===== config.mk =====
export PLATFORM = sky130hd
export DESIGN_NAME = gpio_bank
export DESIGN_NICKNAME = d
export VERILOG_FILES = /design/src/rtl/gpio_bank_pkg.sv /design/src/rtl/gpio_port.sv /design/src/rtl/gpio_bank.sv
export SDC_FILE = /design/constraint.sdc
export NUM_CORES = 1
export LEC_CHECK = 0
export CORE_ASPECT_RATIO = 2
export CORE_MARGIN = 4
export CORE_UTILIZATION = 40
export CTS_CLUSTER_DIAMETER = 50
export DETAILED_ROUTE_END_ITERATION = 16
export GPL_TIMING_DRIVEN = 1
export PLACE_DENSITY_LB_ADDON = 0.08
export SKIP_CTS_REPAIR_TIMING = 1
export SLEW_MARGIN = 20
export SYNTH_ARGS = -nofsm -noshare
export SYNTH_HDL_FRONTEND = slang
export SYNTH_SLANG_ARGS = --single-unit

===== constraint.sdc =====
create_clock -name SYSCLK -period 1.2 [get_ports SYSCLK]
set_input_delay 0.24 -clock SYSCLK [delete_from_list [all_inputs] [get_ports SYSCLK]]
set_output_delay 0.24 -clock SYSCLK [all_outputs]
set_load 0.02 [all_outputs]

===== src/rtl/gpio_bank_pkg.sv =====
// gpio_bank_pkg: shared register offsets and stride for the GPIO bank register map.
package gpio_bank_pkg;
   localparam int OFS_OUT    = 0;
   localparam int OFS_IN     = 1;
   localparam int OFS_IEN    = 2;
   localparam int OFS_ISTAT  = 3;
   localparam int REG_STRIDE = 4;
   function automatic int reg_idx(input int port, input int ofs);
      return port * REG_STRIDE + ofs;
   endfunction
endpackage


===== src/rtl/gpio_port.sv =====
// gpio_port: one 8-bit port with OUT/IEN/ISTAT registers, input synchroniser and pulse counter.
module gpio_port #(
   parameter logic [7:0]  GPO_DFT_VAL = 8'h00,
   parameter logic [7:0]  PULSE_MASK  = 8'h00,
   parameter logic [15:0] PULSE_CYC   = 16'd1000
) (
   input  logic       SYSCLK,
   input  logic       RESET_N,
   input  logic       out_we,
   input  logic       ien_we,
   input  logic       istat_we,
   input  logic [7:0] din,
   input  logic [7:0] gpi,
   output logic [7:0] out_q,
   output logic [7:0] in_q,
   output logic [7:0] ien_q,
   output logic [7:0] istat_q
);
   logic [7:0]  sync1, sync2, sync3, out_d, istat_d;
   logic [15:0] cnt, cnt_d;
   logic        load, expire;
   // Any OUT write while running retriggers; a write also overrides a coincident expiry.
   always_comb begin
      load    = out_we & ((|(din & PULSE_MASK)) | (cnt != '0));
      expire  = (cnt == 16'd1) & ~out_we;
      cnt_d   = load ? PULSE_CYC : (cnt != '0) ? cnt - 16'd1 : cnt;
      out_d   = out_we ? din : expire ? (out_q & ~PULSE_MASK) : out_q;
      istat_d = (istat_q & ~(istat_we ? din : 8'h00)) | (sync2 & ~sync3);
   end
   always_ff @(posedge SYSCLK or negedge RESET_N) begin
      if (!RESET_N) begin
         sync1   <= '0;
         sync2   <= '0;
         sync3   <= '0;
         cnt     <= '0;
         out_q   <= GPO_DFT_VAL;
         ien_q   <= '0;
         istat_q <= '0;
      end else begin
         sync1   <= gpi;
         sync2   <= sync1;
         sync3   <= sync2;
         cnt     <= cnt_d;
         out_q   <= out_d;
         ien_q   <= ien_we ? din : ien_q;
         istat_q <= istat_d;
      end
   end
   assign in_q = sync2;
endmodule


===== src/rtl/gpio_bank.sv =====
// gpio_bank: NUM_PORTS GPIO ports behind a one-hot register select, with registered read data and IRQ.
module gpio_bank
   import gpio_bank_pkg::*;
#(
   parameter int                     NUM_PORTS   = 4,
   parameter logic [7:0]             GPO_DFT_VAL = 8'h00,
   parameter logic [NUM_PORTS*8-1:0] PULSE_MASK  = {NUM_PORTS*8{1'b0}},
   parameter logic [15:0]            PULSE_CYC   = 16'd1000
) (
   input  logic                   SYSCLK,
   input  logic                   RESET_N,
   input  logic                   PORT_CS,
   input  logic [4*NUM_PORTS-1:0] OFFSET_SEL,
   input  logic                   RD_WR,
   input  logic [7:0]             DIN,
   output logic [7:0]             DOUT,
   input  logic [8*NUM_PORTS-1:0] GPI,
   output logic [8*NUM_PORTS-1:0] GPO,
   output logic                   IRQ
);
   logic [7:0]           out_q [NUM_PORTS];
   logic [7:0]           in_q [NUM_PORTS];
   logic [7:0]           ien_q [NUM_PORTS];
   logic [7:0]           istat_q [NUM_PORTS];
   logic [NUM_PORTS-1:0] irq_p;
   logic [7:0]           rdata;
   logic                 wr, rd;
   assign wr = PORT_CS & ~RD_WR;
   assign rd = PORT_CS & RD_WR;
   genvar p;
   generate
      for (p = 0; p < NUM_PORTS; p++) begin : g_port
         gpio_port #(
            .GPO_DFT_VAL (GPO_DFT_VAL),
            .PULSE_MASK  (PULSE_MASK[8*p +: 8]),
            .PULSE_CYC   (PULSE_CYC)
         ) u_port (
            .SYSCLK   (SYSCLK),
            .RESET_N  (RESET_N),
            .out_we   (wr & OFFSET_SEL[reg_idx(p, OFS_OUT)]),
            .ien_we   (wr & OFFSET_SEL[reg_idx(p, OFS_IEN)]),
            .istat_we (wr & OFFSET_SEL[reg_idx(p, OFS_ISTAT)]),
            .din      (DIN),
            .gpi      (GPI[8*p +: 8]),
            .out_q    (out_q[p]),
            .in_q     (in_q[p]),
            .ien_q    (ien_q[p]),
            .istat_q  (istat_q[p])
         );
         assign GPO[8*p +: 8] = out_q[p];
         assign irq_p[p]      = |(istat_q[p] & ien_q[p]);
      end
   endgenerate
   // Multi-hot selects OR together; an empty select reads zero.
   always_comb begin
      rdata = 8'h00;
      for (int i = 0; i < NUM_PORTS; i++) begin
         rdata = rdata
               | (OFFSET_SEL[reg_idx(i, OFS_OUT)]   ? out_q[i]   : 8'h00)
               | (OFFSET_SEL[reg_idx(i, OFS_IN)]    ? in_q[i]    : 8'h00)
               | (OFFSET_SEL[reg_idx(i, OFS_IEN)]   ? ien_q[i]   : 8'h00)
               | (OFFSET_SEL[reg_idx(i, OFS_ISTAT)] ? istat_q[i] : 8'h00);
      end
   end
   always_ff @(posedge SYSCLK or negedge RESET_N) begin
      if (!RESET_N) DOUT <= 8'h00;
      else          DOUT <= rd ? rdata : DOUT;
   end
   assign IRQ = |irq_p;
endmodule

---- Yosys cells after proc, flatten, opt, wreduce, memory -nomap -nowiden ----
Index checks and enable logic that the tools add are counted.
cells by class
  muxes and demuxes ....................... 20
  bitwise gates (word level) .............. 54
  reduce and logical (&&, ||, !) cells .... 1
operators by type and width
  kind               number
  $mux W8            20
  $or A8 B8 Y8       19
  $and A8 B8 Y8      12
  $not A8 Y8         8
  $reduce_or A32 Y1  1
  $and A1 B1 Y1      14
  $not A1 Y1         1
storage, ports and cells
  register bits after elaboration ......... 200
  input bits .............................. 60
  output and inout port bits .............. 41
  word-level logic and storage cells ...... 100

---- Depth between registers and ports, before layout ----
Gate-level depths: netlist (run 1).
  depth after elaboration ................. 16
  depth in mapped cells ................... 6
  depth with buffers taken out ............ 4

---- Hierarchy ----
Synthesis (run 1) repeated with hierarchy kept, for this count alone.
unflattened totals
  cell total of the unflattened synthesis .. 514
  area total of the unflattened synthesis .. 7669.9 sq um
by module, submodules not included
  module     times used  cells each  area an instance (sq um)  sequential area each (sq um)
  gpio_port  4           91          1599.0                    1201.2
  gpio_bank  1           150         1273.7                    200.2

---- Worst setup path before layout (run 1) ----
OpenSTA, ideal clock, no wires.
  path type ............................... register -> output
  start ................................... register g_port[3].u_port.ien_q[5]
  end ..................................... output port IRQ
  data arrival time ....................... 1270 ps
  required time ........................... 960 ps
  setup slack ............................. -310 ps
  cell stages (with the launch flop) ...... 4
  buffers on the path ..................... 0
  cells stage by stage .................... dfrtp_1 a22oi_1 nand4_1 or4_1
on the way
  cells in the longest elaborated chain, start to end .. 2
ends and longest elaborated chain
  what                      RTL line         RTL
  start: declaration        gpio_port.sv:16  output logic [7:0] ien_q,
  start signal: assignment  gpio_port.sv:45  ien_q <= ien_we ? din : ien_q;
  $and A8 B8 Y8             gpio_bank.sv:51  assign irq_p[p] = |(istat_q[p] & ien_q[p]);
  $reduce_or A32 Y1         gpio_bank.sv:69  assign IRQ = |irq_p;
  end: declaration          gpio_bank.sv:19  output logic IRQ
No other way between the ends.

---- Worst setup path in the final report (run 1) ----
  start ................................... register g_port[1].u_port.ien_q[4]
  end ..................................... output port IRQ
on the way
  cells in the longest elaborated chain, start to end .. 2
ends and longest elaborated chain
  what                      RTL line
  start: declaration        gpio_port.sv:16
  start signal: assignment  gpio_port.sv:45
  $and A8 B8 Y8             gpio_bank.sv:51
  $reduce_or A32 Y1         gpio_bank.sv:69
No other way between the ends.

==> results of run 1 <==
## flip-flops by register name, summed over array words and instances (netlist names)
register               flops
g_port.u_port.ien_q       32
g_port.u_port.in_q        32
g_port.u_port.istat_q     32
g_port.u_port.out_q       32
g_port.u_port.sync1       32
g_port.u_port.sync3       32
DOUT                       8
## per-layer routing
| metal | GRT usage (%) | vias up | wire [um] |
|---|---|---|---|
| met5 | 0 | - | 0 |
| met4 | 9.89 | 0 | 804 |
| met3 | 4.21 | 58 | 973 |
| met2 | 38.5 | 181 | 11700 |
| met1 | 28.0 | 2789 | 8720 |
| li1 | - | 2625 | - |
## cell usage in the layout, fill, tap and decap left out, types with 17 or more instances in the layout
cell type	count
buf_4	143
inv_1	40
buf_6	49
clkdlybuf4s50_1	55
o21ai_0	50
a22o_1	23
a22oi_1	26
dfrtp_1	200
o21ai_1	61
clkbuf_16	17
nand2_1	73
## critical path: stages, from the launching register on
cell and delay (ns):
dfrtp_1 0.39, a22oi_1 0.19, buf_4 0.15, nand4_1 0.08
or4_4 0.56, buf_6 0.15
## metrics by stage
stage	area, um^2	total power, W	TNS, ns	std cells	hold WS, ns
3_3_place_gp	9680	0.0108	-48.62	1026	0.151
6_report	10700	0.0166	-2.96	1075	0.227
2_1_floorplan	7300	0.00892	-0.259	599	-0.0556
3_5_place_dp	9680	0.0109	-47.65	1026	0.159
5_1_grt	10700	0.0173	-4.64	1075	0.213
4_1_cts	10200	0.0164	-22.91	1058	-0.311
## cell type report
cell class,count,area (um^2)
clock buffer,17,425
timing repair buffer,268,2560
tap,213,267
clock inverter,15,134
sequential,200,5000
fill,1495,7150
multi-input combinational,322,2180
inverter,40,150
## final timing paths
check | start | end | slack (ns)
min reg2reg | g_port[1].u_port.sync1[6] | g_port[1].u_port.in_q[6] | 0.35
min in group asynchronous | RESET_N | g_port[1].u_port.istat_q[2] | 0.27
min | GPI[17] | g_port[2].u_port.sync1[1] | 0.23
max | g_port[1].u_port.ien_q[4] | IRQ | -0.99
max in group asynchronous | RESET_N | g_port[0].u_port.istat_q[4] | 0.40
max reg2reg | g_port[1].u_port.ien_q[4] | DOUT[4] | -0.18
## synth_stat cells, types with 4 or more instances
| cell type | n | area share (%) |
|---|---|---|
| nor2_1 | 8 | 0.41 |
| nand2_4 | 10 | 1.5 |
| inv_1 | 40 | 2.1 |
| a22o_1 | 23 | 2.8 |
| nand2_1 | 73 | 3.8 |
| o21ai_0 | 57 | 3.9 |
| a41oi_1 | 8 | 0.96 |
| nand3_1 | 8 | 0.55 |
| dfrtp_1 | 200 | 69 |
| a221oi_1 | 17 | 2.0 |
| o21ai_1 | 63 | 4.3 |
| a221oi_2 | 7 | 1.4 |
| and3_1 | 8 | 0.69 |
| buf_2 | 23 | 1.6 |
| clkbuf_1 | 9 | 0.46 |
| a22oi_1 | 30 | 3.1 |
| nand4_1 | 4 | 0.34 |
## logic make-up after synthesis
| family | Yosys count | share of synthesized area [%] |
|---|---|---|
| compound gates | 208 | 19.0 |
| buf+inv | 77 | 4.77 |
| flops | 200 | 68.6 |
| simple gates | 114 | 7.60 |
## where the power goes
group,internal (W),switching (W),leakage (nW)
sequential,0.00734,0.000432,2.30
clock,0.00274,0.00275,0.263
combinational,0.00174,0.00155,2.36
total,0.0118,0.00473,4.92
==> run_summary.xml, run 1 <==
<?xml version="1.0" encoding="UTF-8"?>
<metrics>
  <group name="sta">
    <metric name="max_slew.worst_pin.slew" unit="ns">0.495</metric>
    <metric name="setup_slack_after_layout" unit="ns">-0.994</metric>
    <metric name="final.setup_skew" unit="ns">0.0136</metric>
    <metric name="layout_worst_path_cycle_share" unit="%">183</metric>
    <metric name="timing.final.setup_violations" unit="">47</metric>
    <metric name="slew-limit-headroom" unit="%">67.0</metric>
    <metric name="grt_setup_unrepaired" unit="">yes</metric>
    <metric name="timing_hold_violations_final" unit="">0</metric>
    <metric name="finalCriticalPeriod" unit="ns">2.19</metric>
    <metric name="number_of_max_slew_violations_in_the_final_report" unit="">0</metric>
    <metric name="achievable-frequency" unit="MHz">456</metric>
  </group>
  <group name="worst_hold_path">
    <metric name="holdPathStages" unit="">1</metric>
    <metric name="hold_wc_path_type" unit="">input pin to flip-flop</metric>
  </group>
  <group name="power">
    <metric name="vdd_drop_max" unit="V">0.000924</metric>
    <metric name="static-leakage-power" unit="nW">4.92</metric>
    <metric name="power.density" unit="nW/um^2">1540</metric>
  </group>
  <group name="floorplan">
    <metric name="core.rowCount" unit="">69</metric>
    <metric name="fp.dieArea" unit="um^2">20600</metric>
    <metric name="die_extent_in_x" unit="um">103</metric>
    <metric name="die_height" unit="um">199</metric>
    <metric name="start_util" unit="%">40.8</metric>
    <metric name="boundaryPins" unit="">101</metric>
    <metric name="placeableCoreArea" unit="um^2">17900</metric>
  </group>
  <group name="route">
    <metric name="drt-pass1-iter-count" unit="">4</metric>
    <metric name="detail-route-antenna-nets" unit="">0</metric>
    <metric name="totalWireLength" unit="um">22200</metric>
    <metric name="drc" unit="">0</metric>
    <metric name="via_per_inst" unit="">5.26</metric>
    <metric name="first_iter_violations" unit="">261</metric>
    <metric name="via_count" unit="">5653</metric>
    <metric name="route.detailed.wl_per_inst" unit="um">20.6</metric>
  </group>
  <group name="cts">
    <metric name="numClockSinks" unit="">200</metric>
    <metric name="cts_inserted_buffers" unit="">17</metric>
    <metric name="clk_path_buf_depth" unit="">2</metric>
    <metric name="insertion_delay" unit="ns">0.45</metric>
    <metric name="cts.htree.levels" unit="">4</metric>
    <metric name="cts_root_buffer" unit="">clkbuf_16</metric>
    <metric name="tritoncts_clock_tree" unit="">done</metric>
    <metric name="cts.reportedPaths.clkPinSlew" unit="ns">0.08</metric>
  </group>
  <group name="global_route">
    <metric name="grt_first_pass_wirelength" unit="um">34400</metric>
    <metric name="grt_pass1_vias" unit="">6005</metric>
    <metric name="overflow" unit="">0</metric>
    <metric name="grt_antenna_before_repair" unit="">0</metric>
    <metric name="gr-usage-all-layers" unit="%">22.8</metric>
    <metric name="grt_start_max_net_pins" unit="">46</metric>
  </group>
  <group name="yosys">
    <metric name="yosysSeqAreaShare" unit="%">68.6</metric>
    <metric name="ys_ff_latch" unit="">200</metric>
    <metric name="synth.lib_cells_used.distinct" unit="">24</metric>
    <metric name="dominantRegCellSynth" unit="">dfrtp_1</metric>
    <metric name="netlist_instances" unit="">599</metric>
    <metric name="synth.avg_cell_area" unit="um^2">12.2</metric>
    <metric name="syn_nets" unit="">659</metric>
    <metric name="edff_count_synth" unit="">0</metric>
    <metric name="netlist_area" unit="um^2">7290</metric>
    <metric name="ys_async_sr_fraction" unit="%">100</metric>
    <metric name="synthesis.yosys.warnings" unit="">0</metric>
  </group>
  <group name="final_layout">
    <metric name="postLayoutCoreUtil" unit="%">60.0</metric>
    <metric name="net_count_final" unit="">909</metric>
    <metric name="area_growth" unit="%">47.0</metric>
    <metric name="ratio_of_cells_with_drive_above_1_in_the_final_layout" unit="%">33.8</metric>
    <metric name="diodes" unit="">0</metric>
  </group>
  <group name="worst_setup_path">
    <metric name="worst_r2r_path_depth" unit="">6</metric>
    <metric name="timing.critical_path.from_type" unit="">flip-flop</metric>
    <metric name="path_max_fanout" unit="">2</metric>
    <metric name="critPathKind" unit="">flip-flop to primary output</metric>
    <metric name="crit_arrival" unit="ns">1.95</metric>
    <metric name="critical_path.endpoint_type" unit="">primary output</metric>
    <metric name="critPathRequiredTime" unit="ns">0.96</metric>
  </group>
  <group name="run_status">
    <metric name="failed_checks" unit="">setup timing</metric>
    <metric name="outcome" unit="">finished, violations left</metric>
  </group>
  <group name="place">
    <metric name="place.gp.congestion" unit="">0.937</metric>
    <metric name="dp_hpwl" unit="um">16700</metric>
    <metric name="count_of_input_and_output_buffers" unit="">100</metric>
    <metric name="pre_cts_slack" unit="ns">-1.01</metric>
  </group>
  <group name="run">
    <metric name="max_cap_violations" unit="">0</metric>
  </group>
</metrics>
Power figures use the tool's default switching activity.
==> run 2: changes to the inputs <==
- ABC_CLOCK_PERIOD_IN_PS: default -> 1200
- CORE_UTILIZATION: 40 -> 49
==> run 2 against run 1 <==
Net effect: critical endpoint unchanged; register-to-register slack barely moved; largest cell class unchanged; global-route usage rose by 5.3 points; the run still ends with setup timing left; clock-buffer cell count rose by 4; flip-flop and latch count did not move.
==> run_summary.xml, run 2 (synthesized netlist as in run 1, its figures left out) <==
<?xml version="1.0" encoding="UTF-8"?>
<metrics>
  <group name="run_status">
    <metric name="failed_checks" unit="">setup timing</metric>
    <metric name="outcome" unit="">finished, violations left</metric>
  </group>
  <group name="run">
    <metric name="max_cap_violations" unit="">0</metric>
  </group>
  <group name="power">
    <metric name="static-leakage-power" unit="nW">4.98</metric>
    <metric name="power.density" unit="nW/um^2">1570</metric>
    <metric name="vdd_drop_max" unit="V">0.00138</metric>
    <metric name="p_total" unit="W">0.0167</metric>
  </group>
  <group name="floorplan">
    <metric name="boundaryPins" unit="">101</metric>
    <metric name="fp.dieArea" unit="um^2">17000</metric>
    <metric name="placeableCoreArea" unit="um^2">14500</metric>
    <metric name="die_height" unit="um">181</metric>
    <metric name="die_extent_in_x" unit="um">94.3</metric>
    <metric name="start_util" unit="%">50.3</metric>
    <metric name="core.rowCount" unit="">62</metric>
  </group>
  <group name="global_route">
    <metric name="grt_use_met2" unit="%">49.0</metric>
    <metric name="global_route.peak_usage_layer" unit="">met2</metric>
    <metric name="grtUsageMet1" unit="%">35.0</metric>
    <metric name="grt_start_max_net_pins" unit="">36</metric>
    <metric name="gr-usage-all-layers" unit="%">28.1</metric>
    <metric name="grt_first_pass_wirelength" unit="um">35100</metric>
    <metric name="grt_pass1_vias" unit="">6028</metric>
    <metric name="overflow" unit="">0</metric>
    <metric name="groute.layer.met3.usage" unit="%">4.35</metric>
    <metric name="grt_antenna_before_repair" unit="">0</metric>
  </group>
  <group name="worst_setup_path">
    <metric name="critPathRequiredTime" unit="ns">0.96</metric>
    <metric name="slowest_stage" unit="">or4_4</metric>
    <metric name="startpoint" unit="">g_port[2].u_port.ien_q[6]</metric>
    <metric name="cp_cell_sequence" unit="">a22oi_2, nand4_1, or4_4, buf_6</metric>
    <metric name="timing.critical_path.from_type" unit="">flip-flop</metric>
    <metric name="crit_arrival" unit="ns">1.92</metric>
    <metric name="path_max_fanout" unit="">2</metric>
    <metric name="critical-path-max-stage-delay" unit="ns">0.54</metric>
    <metric name="critPathKind" unit="">flip-flop to primary output</metric>
    <metric name="startpoint_of_the_lowest_slack_register_to_register_path" unit="">g_port[2].u_port.ien_q[7]</metric>
    <metric name="critical_path.endpoint_type" unit="">primary output</metric>
  </group>
  <group name="cts">
    <metric name="tritoncts_clock_tree" unit="">done</metric>
    <metric name="cts.reportedPaths.clkPinSlew" unit="ns">0.07</metric>
    <metric name="insertion_delay" unit="ns">0.43</metric>
    <metric name="clk_path_buf_depth" unit="">2</metric>
    <metric name="cts_root_buffer" unit="">clkbuf_16</metric>
    <metric name="cts_inserted_buffers" unit="">17</metric>
    <metric name="cts.htree.levels" unit="">4</metric>
    <metric name="numClockSinks" unit="">200</metric>
  </group>
  <group name="final_layout">
    <metric name="layout.cells.most_common_list" unit="">200 x dfrtp_1, 149 x buf_4, 73 x nand2_1</metric>
    <metric name="area_growth" unit="%">46.4</metric>
    <metric name="net_count_final" unit="">915</metric>
    <metric name="diodes" unit="">0</metric>
    <metric name="ratio_of_cells_with_drive_above_1_in_the_final_layout" unit="%">33.6</metric>
    <metric name="layout_commonest_cell" unit="">dfrtp_1</metric>
  </group>
  <group name="sta">
    <metric name="timing.final.setup_violations" unit="">40</metric>
    <metric name="totalNegativeSetupSlack" unit="ns">-2.75</metric>
    <metric name="finalCriticalPeriod" unit="ns">2.16</metric>
    <metric name="number_of_max_slew_violations_in_the_final_report" unit="">0</metric>
    <metric name="final.setup_skew" unit="ns">0.00897</metric>
    <metric name="layout_worst_path_cycle_share" unit="%">180</metric>
    <metric name="timing_hold_violations_final" unit="">0</metric>
    <metric name="slew-limit-headroom" unit="%">66.9</metric>
    <metric name="setup_slack_after_layout" unit="ns">-0.956</metric>
    <metric name="achievable-frequency" unit="MHz">464</metric>
    <metric name="grt_setup_unrepaired" unit="">yes</metric>
    <metric name="max_slew.worst_pin.slew" unit="ns">0.495</metric>
  </group>
  <group name="route">
    <metric name="first_iter_violations" unit="">313</metric>
    <metric name="drc" unit="">0</metric>
    <metric name="totalWireLength" unit="um">22900</metric>
    <metric name="via_count" unit="">5747</metric>
    <metric name="detail-route-antenna-nets" unit="">0</metric>
    <metric name="via_per_inst" unit="">5.43</metric>
    <metric name="route.detailed.wl_per_inst" unit="um">21.7</metric>
    <metric name="drt-pass1-iter-count" unit="">5</metric>
  </group>
  <group name="worst_hold_path">
    <metric name="min-delay-start" unit="">GPI[0]</metric>
    <metric name="hold_wc_path_type" unit="">input pin to flip-flop</metric>
  </group>
  <group name="place">
    <metric name="dp_hpwl" unit="um">17200</metric>
    <metric name="count_of_input_and_output_buffers" unit="">100</metric>
    <metric name="place.gp.congestion" unit="">0.933</metric>
  </group>
</metrics>
==> run 2: changes by cell type in the layout (fill, tap and decap cells not counted), moves of 6 or more <==
cell | before | now
a22oi_1 | 26 | 19
a22oi_2 | 6 | 13
nand2_4 | 1 | 8
nand2_8 | 9 | 2
o21ai_0 | 50 | 57
buf_4 | 143 | 149
o21ai_2 | 9 | 3
==> run 2: layer usage <==
| layer | share of wire [%] | vias to the layer above |
|---|---|---|
| met5 | 0 | - |
| met4 | 3.0 | 0 |
| met3 | 4.7 | 47 |
| met2 | 54 | 185 |
| met1 | 38 | 2887 |
| li1 | - | 2628 |
==> run 2: final cells by class <==
type                            instances  area [um^2]
Clock buffer                           21          450
Tap cell                              192          240
Clock inverter                         10          119
Multi-Input combinational cell        322         2120
Timing Repair Buffer                  274         2590
Fill cell                            1052         3830
Inverter                               40          150
Sequential cell                       200         5000
==> run 2: stage by stage <==
stage / instances / util, % / worst slack [ns] / hold slack, ns / cell area [um^2]
2_1_floorplan: 599 / - / -0.259 / -0.0556 / 7300
6_report: 1059 / 73.6 / -0.956 / 0.244 / 10700
3_3_place_gp: 1011 / 66.9 / -0.957 / 0.182 / 9700
4_1_cts: 1042 / 70.8 / -1.45 / -0.273 / 10300
3_5_place_dp: 1011 / 66.9 / -0.981 / 0.186 / 9700
5_1_grt: 1059 / 73.6 / -0.991 / 0.229 / 10700
==> run 2: path summary, 6_finish.rpt <==
check / to / slack, ns / cells after the start
worst max register to register: DOUT[7] / -0.19 / 5
worst min register to register: g_port[0].u_port.in_q[7] / 0.34 / 0
worst min-delay path: g_port[0].u_port.sync1[0] / 0.24 / 1
max in group asynchronous: g_port[2].u_port.sync3[6] / 0.38 / 3
worst max-delay path: IRQ / -0.96 / 4
min in group asynchronous: g_port[2].u_port.in_q[4] / 0.29 / 2
==> run 2: where the power goes <==
group,internal [W],switching [W]
combinational,0.00174,0.00155
clock,0.00313,0.00250
sequential,0.00735,0.000462
total,0.0122,0.00451
==> run 2: worst max-delay path: cells and delay by family, from the launching register on <==
kind	cells	cell delay [ns]
buffers and inverters	1	0.15
AOI/OAI and AO/OA	1	0.20
DFF	1	0.39
and+or+nand+nor	2	0.75
